**config.mk**
```make
export PLATFORM = sky130hd
export DESIGN_NAME = instr_feeder
export DESIGN_NICKNAME = d
export VERILOG_FILES = /design/src/rtl/instr_feeder.sv
export SDC_FILE = /design/constraint.sdc
export NUM_CORES = 1
export LEC_CHECK = 0
export CORE_MARGIN = 1
export CORE_UTILIZATION = 55
export DETAILED_ROUTE_END_ITERATION = 10
export GPL_TIMING_DRIVEN = 0
export HOLD_SLACK_MARGIN = 0.02
export MAX_ROUTING_LAYER = met4
export PLACE_DENSITY = 0.76
export SLEW_MARGIN = 15
export SYNTH_ARGS = -nofsm -noshare
export SYNTH_HDL_FRONTEND = slang
export SYNTH_SLANG_ARGS = --single-unit
```
**constraint.sdc**
```tcl
create_clock -name clock -period 4.4 [get_ports clock]
set_input_delay 0.44 -clock clock [delete_from_list [all_inputs] [get_ports clock]]
set_output_delay 0.44 -clock clock [all_outputs]
set_load 0.05 [all_outputs]
```
**src/rtl/instr_feeder.sv**
```systemverilog
// rtl/instr_feeder.sv - FIFO-backed instruction/data sequencer with programmable NOP bubbles
module instr_feeder #(
   parameter int WIDTH = 32,
   parameter int DEPTH = 16,
   parameter int GAP_W = 3
) (
   input  logic                     clock,
   input  logic                     reset,
   input  logic                     push_valid,
   output logic                     push_ready,
   input  logic [WIDTH-1:0]         push_instr,
   input  logic [WIDTH-1:0]         push_data,
   input  logic                     run,
   input  logic [GAP_W-1:0]         gap,
   output logic [WIDTH-1:0]         i_datain,
   output logic [WIDTH-1:0]         d_datain,
   output logic                     issue_valid,
   output logic                     busy,
   output logic                     done,
   output logic [$clog2(DEPTH):0]   level,
   output logic [15:0]              count
);

   localparam int AW = $clog2(DEPTH);
   localparam logic [AW:0] FULL_LVL = (AW+1)'(DEPTH);

   typedef enum logic [1:0] {IDLE, ISSUE, PAD} state_t;

   state_t           state;
   state_t           state_next;
   logic             pop;
   logic             push;
   logic             can_pop;
   logic [GAP_W-1:0] pad_cnt;
   logic [AW-1:0]    wr_ptr;
   logic [AW-1:0]    rd_ptr;
   logic [WIDTH-1:0] instr_mem [DEPTH];
   logic [WIDTH-1:0] data_mem  [DEPTH];

   assign push_ready = (level != FULL_LVL);
   assign push       = push_valid && push_ready;
   assign can_pop    = run && (level != '0);
   assign busy       = (state != IDLE);

   // pad_cnt holds the gap sampled at the last pop; PAD ends on the cycle it reads 1
   always_comb begin
      state_next = state;
      pop        = 1'b0;
      unique case (state)
         IDLE: begin
            if (can_pop) begin
               pop        = 1'b1;
               state_next = ISSUE;
            end
         end
         ISSUE: begin
            if (pad_cnt != '0) begin
               state_next = PAD;
            end else if (can_pop) begin
               pop        = 1'b1;
               state_next = ISSUE;
            end else begin
               state_next = IDLE;
            end
         end
         PAD: begin
            if (pad_cnt == GAP_W'(1)) begin
               if (can_pop) begin
                  pop        = 1'b1;
                  state_next = ISSUE;
               end else begin
                  state_next = IDLE;
               end
            end
         end
         default: state_next = IDLE;
      endcase
   end

   always_ff @(posedge clock) begin
      if (!reset && push) begin
         instr_mem[wr_ptr] <= push_instr;
         data_mem[wr_ptr]  <= push_data;
      end
   end

   always_ff @(posedge clock) begin
      if (reset) begin
         state       <= IDLE;
         wr_ptr      <= '0;
         rd_ptr      <= '0;
         level       <= '0;
         pad_cnt     <= '0;
         i_datain    <= '0;
         d_datain    <= '0;
         issue_valid <= 1'b0;
         done        <= 1'b0;
         count       <= '0;
      end else begin
         state <= state_next;
         done  <= (state != IDLE) && (state_next == IDLE) && (level == '0);
         if (push) begin
            wr_ptr <= wr_ptr + 1'b1;
         end
         if (pop) begin
            rd_ptr      <= rd_ptr + 1'b1;
            i_datain    <= instr_mem[rd_ptr];
            d_datain    <= data_mem[rd_ptr];
            issue_valid <= 1'b1;
            pad_cnt     <= gap;
            count       <= count + 16'd1;
         end else begin
            i_datain    <= '0;
            issue_valid <= 1'b0;
            if (state == PAD) begin
               pad_cnt <= pad_cnt - 1'b1;
            end
         end
         unique case ({push, pop})
            2'b10:   level <= level + 1'b1;
            2'b01:   level <= level - 1'b1;
            default: level <= level;
         endcase
      end
   end

endmodule

```
==> results by group <==
Drt
  • WL final: 101,000 microns
  • Starting DRC count in detailed routing: 2,522
  • Via/cell ratio: 6.40
  • Drt first pass iters: 6
  • Drt wl/cell: 29.7 microns
  • Remaining antenna violation count: 0
  • DR vias: 21,700
  • Post-route DRC: 0

Synthesis
  • Register area share after synthesis: 77.7%
  • Synth Area in Simple Gates: 2.00%
  • Mux cell area share after synthesis: 14.5%
  • Netlist cell types: 49
  • Total nets after synthesis: 2,031
  • Ys async rst share: 0%
  • Largest family of logic cells by synthesized area: multiplexers
  • Synth top area share: 72.9%
  • Synth area leaders: edfxtp_1 73%, mux4_2 14%, dfxtp_1 4.7%
  • Cell count after synthesis: 1,948
  • Post-synthesis compound-gate area fraction: 3.83%
  • Top cell type by total area after synthesis: edfxtp_1
  • Synth Area per Inst: 21.6 sq um
  • Flops & latches, synth: 1,124
  • Number of flops mapped to enable cells by yosys: 1,024
  • Synth warn: 0
  • Synthesized cell area: 42,200 sq um
  • Xor and xnor area share after synthesis: 0.353%
  • Synth Flop Type: edfxtp_1
  • Post-synthesis adder-cell area fraction: 0.356%

Global routing
  • Initial antenna violation count: 10
  • Largest net degree at the start of global routing: 23
  • First-pass GRT wire length: 147,000 microns
  • Total track usage: 27.0%
  • Vias in the first global route: 22,600
  • Grt total ovfl: 0

Finish
  • Area occupied by multi-input gates: 8980 sq um
  • Filler cells: 4,553
  • Layout cells sized above 1: 23.5%
  • Seq. cell area: 32,800 sq um
  • Most frequent cells in the layout: 1,024 x edfxtp_1, 256 x mux4_2, 159 x clkdlybuf4s50_1, 112 x clkbuf_16, 100 x dfxtp_1
  • Final Non-Filler Cells: 3,399
  • Area grow syn2layout: 19.0%
  • Nets: 2,349
  • Commonest non-fill, non-tap cell in the layout: edfxtp_1

Die
  • Chip width: 279 microns
  • Num rows: 101
  • Core Footprint: 75,900 sq um
  • Die Footprint: 77,800 sq um
  • Initial Util: 55.5%
  • DIE HEIGHT: 279 microns
  • Total I/O pin count: 160

Worst setup path
  • R2R depth: 6
  • Required time worst endpoint: 4910 ps
  • Critical path endpoint category: register
  • CP Class: register to register
  • Startpoint class of the critical path: register
  • WP data arrival: 4200 ps
  • Crit Path Max Fanout: 10

Timing
  • Final setup fails: 0
  • Final cycle utilization of the critical path: 83.9%
  • Min Tclk post-route: 3690 ps
  • Fmax: 271 MHz
  • Final hold violations: 0
  • Worst hold slack: 405 ps
  • Final worst setup slack: 710 ps
  • Final-report max-slew violation count: 0
  • Skew final: 18.6 ps
  • Slew margin rel.: 21.4%
  • RSZ-0062 raised after global routing: false
  • Worst slew pin tran: 1180 ps

Clock tree
  • Post-cts sizing count: 0
  • CTS Buffer Depth: 3
  • Post-CTS setup-driven buffer insertion count: 0
  • Cts hold-fix bufs: 0
  • Clk Latency, worst-skew pair: 670 ps
  • Num CTS Buffers: 107
  • Clock transition at the registers of the reported paths: 60 ps
  • Htree depth: 3
  • CTS root buffer: clkbuf_16
  • CTS tree: yes
  • Total clock sinks: 1,124

Place
  • Buffers on Ports: 159
  • HPWL after detailed placement: 61,600 microns
  • Dpl cells: 3,187
  • Pre-CTS WS: 797 ps
  • GPL Wtd Cong: 0.810

Power and ir drop
  • Pwr/cell area: 554 nW/um^2
  • Lkg Pwr: 15.6 nW
  • VDD IR max: 0.402 mV

Hold path
  • Hold Path Class: primary input to register
  • WHS Path Cells: 3

Flow run
  • Max Cap Violations: 0

Outcome
  • Status: finished, final reports clean
-- power by group --
group / switching (mW) / internal (mW)
Combinational: 3.24 / 2.46
Clock: 3.97 / 5.93
Sequential: 0.197 / 12.0
Total: 7.40 / 20.4
-- cells by family after synthesis --
kind of cell,Yosys count
simple gates,167
xor+xnor,17
buf+inv,123
compound gates,216
fa+ha+maj,12
mux,289
flops,1124
-- worst paths after layout --
path / end / slack [ps] / start
worst max-delay path: i_datain[20] / 710 / rd_ptr[1]
worst min-delay path: pad_cnt[1] / 410 / gap[1]
worst max register to register: i_datain[20] / 710 / rd_ptr[1]
worst min register to register: d_datain[21] / 480 / d_datain[21]
-- area by class of cell --
type / instances / share of cell area (%)
flip-flops and latches: 1124 / 65.3
repair buffers: 209 / 5.44
clock buffers: 146 / 6.16
diodes: 9 / 0.0449
multi-input cells: 701 / 17.9
plain buffers: 111 / 1.01
clock inverters: 57 / 1.50
well taps: 1030 / 2.57
inverters: 12 / 0.0998
-- flip-flops by register name, indices dropped and copies added (netlist names) --
| register | cells |
|---|---|
| issue_valid | 1 |
| i_datain | 32 |
| level | 5 |
| wr_ptr | 4 |
| rd_ptr | 4 |
| count | 16 |
| instr_mem | 512 |
| pad_cnt | 3 |
| done | 1 |
| data_mem | 512 |
| d_datain | 32 |
| state | 2 |
-- stage by stage --
stage                     total power, mW  utilization [%]  setup TNS, ps  cell area (sq um)
after floorplan                      16.3                -        -306100              42200
after global placement               17.9             59.3       -2893310              45100
after detailed placement             18.1             61.0              0              46300
after CTS                            27.9             66.0              0              50100
after global routing                 28.6             66.1              0              50200
final                                27.8             66.1              0              50200
-- worst max-delay path, cell delays in order (launching register included) --
cell and delay (ps):
dfxtp_1 350, clkbuf_1 730, clkbuf_1 680, clkbuf_1 720, mux4_2 420, a211oi_1 520
a211oi_1 100
-- Yosys cell counts (9+ instances only) --
library cell,n
xnor2_1,9
buf_2,40
mux2i_1,33
clkbuf_1,61
o31ai_1,9
a22o_1,32
nor2b_1,36
dfxtp_1,100
inv_1,10
ha_1,12
edfxtp_1,1024
a22oi_1,66
a21oi_1,20
a211oi_1,69
nand2_1,52
nor2_1,36
mux4_2,256
or4_1,10
-- per-layer routing --
metal  GRT usage (%)  routed length, microns
met1            34.6                   37300
met4            10.2                    3380
met3            5.99                   10000
met5               -                       0
met2            42.7                   50100
Note: power is estimated with default switching activity, not from simulation.
